File: config.mk
export PLATFORM = sky130hd
export DESIGN_NAME = jt12_opsum_flat
export DESIGN_NICKNAME = d
export VERILOG_FILES = /design/src/rtl/jt12_opsum_if.sv /design/src/rtl/jt12_opsum.sv /design/src/flat_wrapper.sv
export SDC_FILE = /design/constraint.sdc
export NUM_CORES = 1
export LEC_CHECK = 0
export ABC_CLOCK_PERIOD_IN_PS = 6550
export BUFFER_PORTS_ARGS = -buffer_cell sky130_fd_sc_hd__buf_4
export CORE_UTILIZATION = 25
export CTS_CLUSTER_SIZE = 8
export DETAILED_ROUTE_END_ITERATION = 6
export GPL_TIMING_DRIVEN = 0
export HOLD_SLACK_MARGIN = 0.02
export PLACE_DENSITY = 0.43
export SYNTH_ARGS = -nofsm -noshare
export SYNTH_HDL_FRONTEND = slang
export SYNTH_SLANG_ARGS = --single-unit
export TNS_END_PERCENT = 100
File: constraint.sdc
create_clock -name clk -period 6.55 [get_ports clk]
set_input_delay 0.3275 -clock clk [delete_from_list [all_inputs] [get_ports clk]]
set_output_delay 0.3275 -clock clk [all_outputs]
set_load 0.02 [all_outputs]
File: src/rtl/jt12_opsum_if.sv
// Operator-stream bundle between the FM operator pipeline and the channel/stereo summer.
interface jt12_opsum_if;
  logic               clk_en;
  logic signed [8:0]  op_result;
  logic [2:0]         alg;
  logic [1:0]         rl;
  logic               s1_enters;
  logic               s2_enters;
  logic               s3_enters;
  logic               s4_enters;
  logic               zero;
  logic signed [11:0] left;
  logic signed [11:0] right;
  logic               sample;

  modport master (
    output clk_en, op_result, alg, rl, s1_enters, s2_enters, s3_enters, s4_enters, zero,
    input  left, right, sample
  );

  modport slave (
    input  clk_en, op_result, alg, rl, s1_enters, s2_enters, s3_enters, s4_enters, zero,
    output left, right, sample
  );
endinterface

File: src/rtl/jt12_opsum.sv
// Per-channel carrier summer: time-multiplexed channel accumulator, 9-bit clamp,
// stereo panning into frame accumulators, one left/right sample per frame.
module jt12_opsum #(
  parameter int num_ch = 6
) (
  input  logic        clk,
  input  logic        rst,
  jt12_opsum_if.slave bus
);

  logic signed [11:0] r_acc [num_ch];
  logic signed [11:0] r_lacc;
  logic signed [11:0] r_racc;
  logic               r_primed;
  logic signed [11:0] r_left;
  logic signed [11:0] r_right;
  logic               r_sample;

  logic               w_sum_en;
  logic signed [11:0] w_contrib;
  logic signed [11:0] w_new;
  logic signed [11:0] w_chsum;
  logic signed [11:0] w_lacc_nxt;
  logic signed [11:0] w_racc_nxt;

  function automatic logic signed [11:0] clamp9(input logic signed [11:0] x);
    if (x > 12'sd255)
      return 12'sd255;
    else if (x < -12'sd256)
      return -12'sd256;
    else
      return x;
  endfunction

  // Slot stage: carrier selection, channel accumulation and channel clamp
  always_comb begin
    w_sum_en = 1'b0;
    case (bus.alg)
      3'd0, 3'd1, 3'd2, 3'd3: w_sum_en = bus.s4_enters;
      3'd4:                   w_sum_en = bus.s2_enters | bus.s4_enters;
      3'd5, 3'd6:             w_sum_en = ~bus.s1_enters;
      default:                w_sum_en = 1'b1;
    endcase
    w_contrib  = w_sum_en ? {{3{bus.op_result[8]}}, bus.op_result} : 12'sd0;
    // S1 starts a fresh channel sum; otherwise continue from the value pushed num_ch slots ago
    w_new      = (bus.s1_enters ? 12'sd0 : r_acc[num_ch-1]) + w_contrib;
    w_chsum    = clamp9(w_new);
    w_lacc_nxt = (bus.zero ? 12'sd0 : r_lacc)
               + ((bus.s4_enters & bus.rl[1]) ? w_chsum : 12'sd0);
    w_racc_nxt = (bus.zero ? 12'sd0 : r_racc)
               + ((bus.s4_enters & bus.rl[0]) ? w_chsum : 12'sd0);
  end

  // Register stage: shift chain, frame accumulators, frame-boundary output latch
  always_ff @(posedge clk) begin
    if (rst) begin
      for (int i = 0; i < num_ch; i++) r_acc[i] <= 12'sd0;
      r_lacc   <= 12'sd0;
      r_racc   <= 12'sd0;
      r_primed <= 1'b0;
      r_left   <= 12'sd0;
      r_right  <= 12'sd0;
      r_sample <= 1'b0;
    end else begin
      r_sample <= 1'b0;
      if (bus.clk_en) begin
        r_acc[0] <= w_new;
        for (int i = 1; i < num_ch; i++) r_acc[i] <= r_acc[i-1];
        r_lacc <= w_lacc_nxt;
        r_racc <= w_racc_nxt;
        if (bus.zero) begin
          r_primed <= 1'b1;
          // Without a prior zero the accumulators hold a partial frame; drop it
          if (r_primed) begin
            r_left   <= r_lacc;
            r_right  <= r_racc;
            r_sample <= 1'b1;
          end
        end
      end
    end
  end

  assign bus.left   = r_left;
  assign bus.right  = r_right;
  assign bus.sample = r_sample;

endmodule

File: src/flat_wrapper.sv
// flat-port wrapper written by rule: the top's interface ports become plain ports
module jt12_opsum_flat 
#(
  parameter int num_ch = 6
)
  (clk, rst, bus_clk_en, bus_op_result, bus_alg, bus_rl, bus_s1_enters, bus_s2_enters, bus_s3_enters, bus_s4_enters, bus_zero, bus_left, bus_right, bus_sample);
  jt12_opsum_if bus_i ();
  input  logic clk;
  input  logic rst;
  input wire logic [$bits(bus_i.clk_en)-1:0] bus_clk_en;
  input wire logic [$bits(bus_i.op_result)-1:0] bus_op_result;
  input wire logic [$bits(bus_i.alg)-1:0] bus_alg;
  input wire logic [$bits(bus_i.rl)-1:0] bus_rl;
  input wire logic [$bits(bus_i.s1_enters)-1:0] bus_s1_enters;
  input wire logic [$bits(bus_i.s2_enters)-1:0] bus_s2_enters;
  input wire logic [$bits(bus_i.s3_enters)-1:0] bus_s3_enters;
  input wire logic [$bits(bus_i.s4_enters)-1:0] bus_s4_enters;
  input wire logic [$bits(bus_i.zero)-1:0] bus_zero;
  output wire logic [$bits(bus_i.left)-1:0] bus_left;
  output wire logic [$bits(bus_i.right)-1:0] bus_right;
  output wire logic [$bits(bus_i.sample)-1:0] bus_sample;
  assign bus_i.clk_en = bus_clk_en;
  assign bus_i.op_result = bus_op_result;
  assign bus_i.alg = bus_alg;
  assign bus_i.rl = bus_rl;
  assign bus_i.s1_enters = bus_s1_enters;
  assign bus_i.s2_enters = bus_s2_enters;
  assign bus_i.s3_enters = bus_s3_enters;
  assign bus_i.s4_enters = bus_s4_enters;
  assign bus_i.zero = bus_zero;
  assign bus_left = bus_i.left;
  assign bus_right = bus_i.right;
  assign bus_sample = bus_i.sample;
  jt12_opsum #(.num_ch(num_ch)) u_core (.clk(clk), .rst(rst), .bus(bus_i));
endmodule
# Word level (Yosys, flattened, before mapping)

Memory sizes are Yosys's and may differ from the RTL's.
Cells that the tools add are included.

Memories: 1
Word-level logic and storage cells: 57
Bits in registers: 50
RAM bits: 72
Input port bits: 22

Memories:

| name         | depth | bits a word | rd ports | clocked after memory_dff | write ports | RTL line         | RTL |
|---|---|---|---|---|---|---|---|
| u_core.r_acc | 6     | 12          | 6        | 0                        | 6           | jt12_opsum.sv:11 | `logic signed [11:0] r_acc [num_ch];` |

Reduce and logical (&&, ||, !) cells: 6
Add/subtract/negate cells: 3
Bitwise operators: 12
Equal/unequal tests: 6
Multiplexer cells: 21
$lt $le $gt $ge: 2

Operators by type and width:

| cell                  | number |
|---|---|
| $mux W12              | 14 |
| $add A12 B12 Y12      | 3 |
| $gt A12 B9 Y1 const B | 1 |
| $lt A12 B9 Y1 const B | 1 |
| $eq A3 B3 Y1 const B  | 3 |
| $or A1 B1 Y1          | 7 |
| $eq A3 B2 Y1 const B  | 2 |
| $mux W1               | 6 |
| $reduce_or A4 Y1      | 1 |
| $eq A3 B1 Y1 const B  | 1 |
| $logic_not A3 Y1      | 1 |
| $not A1 Y1            | 3 |
| $pmux W1 S3           | 1 |
| $reduce_and A3 Y1     | 1 |
| $reduce_or A3 Y1      | 1 |
| $and A1 B1 Y1         | 2 |
| $reduce_and A2 Y1     | 1 |
| $reduce_or A2 Y1      | 1 |

# Longest topological paths before layout

Gate-level depths: netlist (run 1).

Depth after elaboration: 10
Gate-level depth with buffers: 28

# Least setup slack after synthesis (run 1)

OpenSTA, ideal clock, no wires.

Path kind: input to register
Start: in bus_alg[0]
End: reg u_core.r_lacc[10]
Arrival time: 5283 ps
Stages on the path: 28
Setup time: 121 ps
Slack: 1146 ps
Cells stage by stage: or3_1 > a21o_1 > clkbuf_1 > and3_1 > ha_1 > inv_1 > fa_1 > nor2b_1 > o31a_1 > o31ai_1 > o21bai_1 > a21oi_1 > xnor2_1 > nand3_1 > ha_1 > inv_1 > a21oi_1 > nor2_1 > ha_1 > fa_1 > a21o_1 > a21o_1 > a21o_1 > a21oi_1 > o21ai_1 > a211oi_1 > xor2_1 > o21ai_1

Cells in the longest elaborated chain, start to end: 10
Elaborated cells on any way between the ends: 18
Those cells by class: add/sub (2); order compare (2); eq/ne (6); mux (5); reduce/logical (3)

RTL lines:

| element                                              | RTL line           | RTL |
|---|---|---|
| start: declaration                                   | flat_wrapper.sv:12 | `input wire logic [$bits(bus_i.alg)-1:0] bus_alg;` |
| $eq A3 B1 Y1 (tied with other cells)                 | jt12_opsum.sv:38   | `case (bus.alg)` |
| $reduce_or A4 Y1 or $reduce_or A2 Y1 (tied branches) | jt12_opsum.sv:38   |  |
| $pmux W1 S3 (*)                                      | jt12_opsum.sv:38   |  |
| $mux W12 (*)                                         | jt12_opsum.sv:44   | `w_contrib = w_sum_en ? {{3{bus.op_result[8]}}, bus.op_result} : 12'sd0;` |
| $add A12 B12 Y12 (*)                                 | jt12_opsum.sv:46   | `w_new = (bus.s1_enters ? 12'sd0 : r_acc[num_ch-1]) + w_contrib;` |
| $lt A12 B9 Y1                                        | jt12_opsum.sv:29   | `else if (x < -12'sd256)` |
| $mux W12                                             | jt12_opsum.sv:29   |  |
| $mux W12 (*)                                         | jt12_opsum.sv:27   | `if (x > 12'sd255)` |
| $mux W12 (*)                                         | jt12_opsum.sv:49   | `+ ((bus.s4_enters & bus.rl[1]) ? w_chsum : 12'sd0);` |
| $add A12 B12 Y12 (*)                                 | jt12_opsum.sv:49   |  |
| end signal: assignment                               | jt12_opsum.sv:69   | `r_lacc <= w_lacc_nxt;` |
| end: declaration                                     | jt12_opsum.sv:12   | `logic signed [11:0] r_lacc;` |

Mark *: on every way between the ends. The rest lies on a longest branch, timed or not.
A chain may end at the register's enable or synchronous reset.

# Worst setup path in the final report (run 1)

Same ends and word-level chain as after synthesis.

==> results of run 1 <==
## power breakdown
part	internal, mW	leakage, nW	total, mW	switching [mW]
Clock	0.575	0.294	0.966	0.391
Sequential	0.853	1.20	0.865	0.0126
Combinational	0.0819	1.63	0.226	0.144
Total	1.51	3.12	2.06	0.548
## layer usage
metal / vias to the layer above / routed length (µm) / global-route usage (%)
met5: - / 0 / 0
met4: 0 / 212 / 4.89
met3: 11 / 480 / 2.56
met2: 77 / 6780 / 18.9
met1: 2211 / 7790 / 16.7
li1: 2318 / - / -
## worst reg2reg max path: stages (launching register included)
cell and delay (ns):
sky130_fd_sc_hd__edfxtp_1 0.35, sky130_fd_sc_hd__nor2b_1 0.26, sky130_fd_sc_hd__inv_1 0.10, sky130_fd_sc_hd__fa_1 0.47
sky130_fd_sc_hd__nor2b_1 0.18, sky130_fd_sc_hd__o31a_1 0.20, sky130_fd_sc_hd__o31ai_1 0.12, sky130_fd_sc_hd__o21bai_1 0.16
sky130_fd_sc_hd__a21oi_1 0.10, sky130_fd_sc_hd__xnor2_1 0.36, sky130_fd_sc_hd__nand3_1 0.13, sky130_fd_sc_hd__ha_1 0.45
sky130_fd_sc_hd__inv_1 0.12, sky130_fd_sc_hd__a21oi_1 0.26, sky130_fd_sc_hd__nor2_1 0.11, sky130_fd_sc_hd__ha_1 0.27
sky130_fd_sc_hd__fa_1 0.42, sky130_fd_sc_hd__a21o_1 0.21, sky130_fd_sc_hd__a21o_1 0.21, sky130_fd_sc_hd__a21o_1 0.18
sky130_fd_sc_hd__a21oi_1 0.24, sky130_fd_sc_hd__o21ai_1 0.13, sky130_fd_sc_hd__a211oi_1 0.26, sky130_fd_sc_hd__xor2_1 0.19
sky130_fd_sc_hd__o21ai_1 0.07
## cells by family after synthesis
| kind of cell | count (synthesis) | synth area share (%) |
|---|---|---|
| simple gates | 273 | 21.8 |
| buf+inv | 45 | 2.68 |
| fa+ha+maj | 38 | 7.90 |
| xor+xnor | 28 | 4.01 |
| flops | 122 | 50.2 |
| compound gates | 113 | 11.3 |
| mux | 13 | 2.10 |
## cell usage after synthesis (6+ instances only)
cell,instances
sky130_fd_sc_hd__clkbuf_1,27
sky130_fd_sc_hd__nor2b_1,36
sky130_fd_sc_hd__and2_1,65
sky130_fd_sc_hd__inv_1,15
sky130_fd_sc_hd__edfxtp_1,72
sky130_fd_sc_hd__and3_1,12
sky130_fd_sc_hd__ha_1,35
sky130_fd_sc_hd__a21o_1,12
sky130_fd_sc_hd__a31oi_1,7
sky130_fd_sc_hd__o21ai_1,8
sky130_fd_sc_hd__a211oi_1,6
sky130_fd_sc_hd__nor2_1,75
sky130_fd_sc_hd__dfxtp_1,50
sky130_fd_sc_hd__nand2_1,58
sky130_fd_sc_hd__o21ai_0,13
sky130_fd_sc_hd__mux2i_1,11
sky130_fd_sc_hd__xnor2_1,12
sky130_fd_sc_hd__xor2_1,15
sky130_fd_sc_hd__nand3_1,8
sky130_fd_sc_hd__a21oi_1,42
## registers in the layout, indices dropped and copies added (netlist names)
name / cells
u_core.r_primed: 1
u_core.bus.right: 12
u_core.r_racc: 12
u_core.r_acc: 72
u_core.r_lacc: 12
u_core.bus.left: 12
u_core.bus.sample: 1
## timing repair
item	in CTS	in global routing
hold endpoints to repair	0	0
setup endpoints to repair	0	2
gates resized for setup	0	2
## per-stage QoR
step	power, mW	hold slack [ns]	worst slack [ns]	instances	util, %
6_report	2.06	0.342	0.433	1031	31.2
5_1_grt	2.15	0.348	0.0228	1031	31.2
4_1_cts	2.08	0.331	0.404	1031	31.1
3_5_place_dp	1.11	0.450	0.00622	999	28.7
3_3_place_gp	1.11	0.449	0.143	999	28.7
2_1_floorplan	1.04	0.432	1.15	632	-
## final timing paths
path | to | slack [ns] | depth (start not counted) | from
max | u_core.r_lacc[10] | 0.43 | 29 | bus_alg[0]
min | u_core.r_lacc[2] | 0.34 | 2 | rst
max reg2reg | u_core.r_lacc[10] | 0.89 | 24 | u_core.r_acc[5][1]
min reg2reg | u_core.bus.right[8] | 0.45 | 2 | u_core.bus.right[8]
## layout make-up
type / instances / area (µm²) / area share (%)
well taps: 324 / 405 / 5.30
flip-flops and latches: 122 / 3160 / 41.3
clock inverters: 15 / 178 / 2.32
multi-input cells: 465 / 2980 / 39.0
repair buffers: 43 / 323 / 4.22
clock buffers: 17 / 425 / 5.56
inverters: 16 / 62.6 / 0.818
plain buffers: 29 / 109 / 1.42
==> results_dict.tcl, run 1 <==
set metrics [dict create \
    cts_max_level 4 \
    timing.final.crit_share_pct 93.4 \
    ant_nets 0 \
    io_pins 47 \
    path_buf_inv 4 \
    clock_sinks 122 \
    static-leakage-power_nw 3.12 \
    synth.area.top_cells "sky130_fd_sc_hd__edfxtp_1 34%, sky130_fd_sc_hd__dfxtp_1 16%, sky130_fd_sc_hd__ha_1 6.9%, sky130_fd_sc_hd__and2_1 6.5%, sky130_fd_sc_hd__nor2_1 4.5%" \
    synth_seq_cells 122 \
    ys.warnings.count 0 \
    synth_enable_flop_cells 72 \
    grt_start_max_net_pins 73 \
    syn-cell-area_um2 6300 \
    postPlaceCellArea_um2 7030 \
    wire_length_of_the_first_global_routing_pass_mm 24.2 \
    critPathTopFamily "compound AO/OA/AOI/OAI gates" \
    cts_hold_buffers 0 \
    numPortBuffers 43 \
    peakVddDrop_v 0.000116 \
    hold_violations 0 \
    critPathCaptureType "register" \
    synth_sequential_area_ratio_pct 50.2 \
    route.detailed.wl_per_inst_um 14.8 \
    number_of_global_route_vias_before_repair 4595 \
    synth_top_cell_area_share_pct 34.3 \
    detail_route.vias_per_cell 4.48 \
    drc 0 \
    row_count 57 \
    post-dp-hpwl_mm 11.3 \
    cp.required_ns 6.84 \
    outcome "completed" \
    count_of_inserted_antenna_diode_cells 0 \
    grt.total_usage_pct 12.3 \
    finalSetupViolCount 0 \
    syn_nets 692 \
    critical_path.max_fanout 10 \
    cts_tree "done" \
    totalWireLength_mm 15.3 \
    ctsLongestPathBuffers 2 \
    async_flop_share_pct 0 \
    kind_of_start_point_of_the_critical_path "input pin" \
    start_util_pct 25.7 \
    finalNetCount 754 \
    timing.critical_path.mode_cell "sky130_fd_sc_hd__a21o_1" \
    netlist_instances 632 \
    final_layout_size_suffix_gt1_share_pct 12.2 \
    dieArea_um2 25800 \
    rsz0062_at_grt "no" \
    finalWorstPathRequiredPeriod_ns 6.12 \
    max-slew-margin-rel_pct 40.3 \
    setup_total_negative_slack_ns 0 \
    synth_cell_type_count 45 \
    drt_first_iter_violations 231 \
    worst_pin_slew_ns 0.896 \
    layout-area-overhead-vs-synth_pct 21.4 \
    gp_routability_congestion 0.828 \
    cap_violations 0 \
    timing.final.max_slew_violations 0 \
    drt_pass1_iterations 4 \
    max_stage_delay_ns 0.45 \
    post-route-cell-area_um2 7650 \
    vias 4617 \
    tritoncts.num_buffers 17 \
    cp_data_arrival_time_ns 6.41 \
    floorplan.die.width_um 161 \
    ys_dominant_reg_cell "sky130_fd_sc_hd__edfxtp_1" \
    worst_hold_path_type "input pin to register" \
    gr-total-overflow 0 \
    num-fill-cells 2582 \
    skew_ns 0.0110 \
    synthDominantAreaCellType "sky130_fd_sc_hd__edfxtp_1" \
    layout_commonest_cell "sky130_fd_sc_hd__nor2_1" \
    worst_setup_hold_path_clk_slew_ns 0.07 \
    slowest_stage "sky130_fd_sc_hd__ha_1" \
    number_of_antenna_violations_at_the_first_check_in_global_routing 0 \
    worst_setup_path_type "input pin to register" \
    clk-insertion-delay-late_ns 0.42 \
    power.density_cell_area_nw_per_um2 269 \
    y_dimension_of_the_die_um 161 \
    root_driver "sky130_fd_sc_hd__clkbuf_16" \
    postCtsSetupBuffers 0 \
    max_freq_mhz 163 \
    layout.cells.most_common_list "75 x sky130_fd_sc_hd__nor2_1, 72 x sky130_fd_sc_hd__edfxtp_1, 65 x sky130_fd_sc_hd__and2_1, 58 x sky130_fd_sc_hd__nand2_1, 50 x sky130_fd_sc_hd__dfxtp_1" \
    syn_avg_cell_area_um2 9.97 \
    coreArea_um2 24500 \
]
Power figures use the tool's default switching activity.
==> run 2: changes to the inputs <==
- RECOVER_POWER: not set -> 50
==> run 2 against run 1 <==
  * Worst setup slack worse by 0.0011 ns
  * Critical endpoint unchanged
  * Design area shrank 1.3%
  * Sequential cell count is the same
  * Register-to-register slack is essentially flat
  * Worst hold slack better by 0.0011 ns
  * Clock skew increased by 0.0011 ns
  * Via count grew 0.69%
  * Utilization decreased by 0.40 points
  * Critical path type unchanged
  * Combinational power hardly changed
  * Global-route usage unchanged
  * Count of clock-buffer cells in the layout stayed put
==> results_dict.tcl, run 2 (synthesis results as in run 1) <==
set metrics [dict create \
    kind_of_start_point_of_the_critical_path "input pin" \
    coreArea_um2 24500 \
    skew_ns 0.0121 \
    drc 0 \
    layout-area-overhead-vs-synth_pct 19.9 \
    slowest_stage "sky130_fd_sc_hd__ha_1" \
    floorplan.die.width_um 161 \
    route.detailed.wl_per_inst_um 14.8 \
    hold_violations 0 \
    finalCoreUtilization_pct 30.8 \
    max_stage_delay_ns 0.45 \
    critPathCaptureType "register" \
    registers.top_by_ff_count "u_core.r_acc" \
    worst_pin_slew_ns 0.898 \
    post-route-cell-area_um2 7550 \
    cts.repair.resized 0 \
    finalSetupViolCount 0 \
    worst_hold_path_type "input pin to register" \
    io_pins 47 \
    max_freq_mhz 163 \
    place_ws_ns 0.00622 \
    largest_register_ffs 72 \
    cts_hold_buffers 0 \
    worst_setup_hold_path_clk_slew_ns 0.07 \
    placed_cells 999 \
    wire_length_of_the_first_global_routing_pass_mm 24.2 \
    dieArea_um2 25800 \
    timing.final.max_slew_violations 0 \
    post-dp-hpwl_mm 11.3 \
    row_count 57 \
    grt_start_max_net_pins 73 \
    final_critical_path_setup_slack_ns 0.432 \
    finalHoldWorstSlack_ns 0.343 \
    finalWorstPathRequiredPeriod_ns 6.12 \
    ctsLongestPathBuffers 2 \
    detail_route.vias_per_cell 4.51 \
    cp.required_ns 6.84 \
    vias 4649 \
    regToRegSetupSlack_ns 0.90 \
    tritoncts.num_buffers 17 \
    drt_pass1_iterations 4 \
    drt_first_iter_violations 207 \
    worst_setup_path_type "input pin to register" \
    timing.critical_path.mode_cell "sky130_fd_sc_hd__a21o_1" \
    number_of_antenna_violations_at_the_first_check_in_global_routing 0 \
    clock_sinks 122 \
    root_driver "sky130_fd_sc_hd__clkbuf_16" \
    start_util_pct 25.7 \
    outcome "completed" \
    number_of_global_route_vias_before_repair 4595 \
    final_layout_size_suffix_gt1_share_pct 8.49 \
    max-slew-margin-rel_pct 40.1 \
    finalNetCount 754 \
    finalPower_mw 2.06 \
    cts_max_level 4 \
    postPlaceCellArea_um2 7030 \
    gp_routability_congestion 0.828 \
    totalWireLength_mm 15.2 \
    gr-total-overflow 0 \
    postCtsSetupBuffers 0 \
    cap_violations 0 \
    ant_nets 0 \
    static-leakage-power_nw 2.98 \
    power.density_cell_area_nw_per_um2 272 \
    numPortBuffers 43 \
    grt.total_usage_pct 12.3 \
    layoutNonFillerInstCount 1031 \
    cp_data_arrival_time_ns 6.41 \
    layout_commonest_cell "sky130_fd_sc_hd__nor2_1" \
    timing.final.crit_share_pct 93.4 \
    y_dimension_of_the_die_um 161 \
    count_of_inserted_antenna_diode_cells 0 \
    critical_path.max_fanout 10 \
    peakVddDrop_v 0.000116 \
    cts_tree "done" \
    rsz0062_at_grt "no" \
    setup_total_negative_slack_ns 0 \
    clk-insertion-delay-late_ns 0.42 \
    layout.cells.most_common_list "75 x sky130_fd_sc_hd__nor2_1, 72 x sky130_fd_sc_hd__edfxtp_1, 58 x sky130_fd_sc_hd__nand2_1, 53 x sky130_fd_sc_hd__clkbuf_1, 50 x sky130_fd_sc_hd__dfxtp_1" \
]
[run 2: worst paths after layout]
kind	to	startpoint	cells after the start
setup / recovery	u_core.r_lacc[10]	bus_alg[0]	29
hold / removal	u_core.r_lacc[2]	rst	2
setup reg to reg	u_core.r_lacc[10]	u_core.r_acc[5][1]	24
hold reg to reg	u_core.bus.right[8]	u_core.bus.right[8]	2
[run 2: area by class of cell]
type / instances / area (µm²)
Fill cell: 2597 / 17000
Sequential cell: 122 / 3160
Clock buffer: 17 / 425
Buffer: 29 / 109
Inverter: 16 / 62.6
Timing Repair Buffer: 43 / 225
Tap cell: 324 / 405
Multi-Input combinational cell: 465 / 2980
Clock inverter: 15 / 178
[run 2: worst max-delay path: cells and delay by family]
| family | cells | cell delay [ns] |
|---|---|---|
| AO/OA/AOI/OAI | 13 | 2.69 |
| adder cells (fa/ha/maj) | 5 | 1.54 |
| AND/OR/NAND/NOR | 5 | 0.91 |
| buffers and inverters | 4 | 0.52 |
| XOR/XNOR | 2 | 0.43 |
[run 2: layer usage]
layer	up-vias	GRT usage, %	wire [µm]	share of wire [%]
met5	-	0	0	0
met4	0	4.89	212	1.4
met3	11	2.56	511	3.4
met2	84	18.9	6770	44
met1	2233	16.7	7740	51
li1	2321	-	-	-
[run 2: where the power goes]
| group | switching (mW) | internal [mW] |
|---|---|---|
| Sequential | 0.0128 | 0.853 |
| Clock | 0.390 | 0.575 |
| Combinational | 0.145 | 0.0805 |
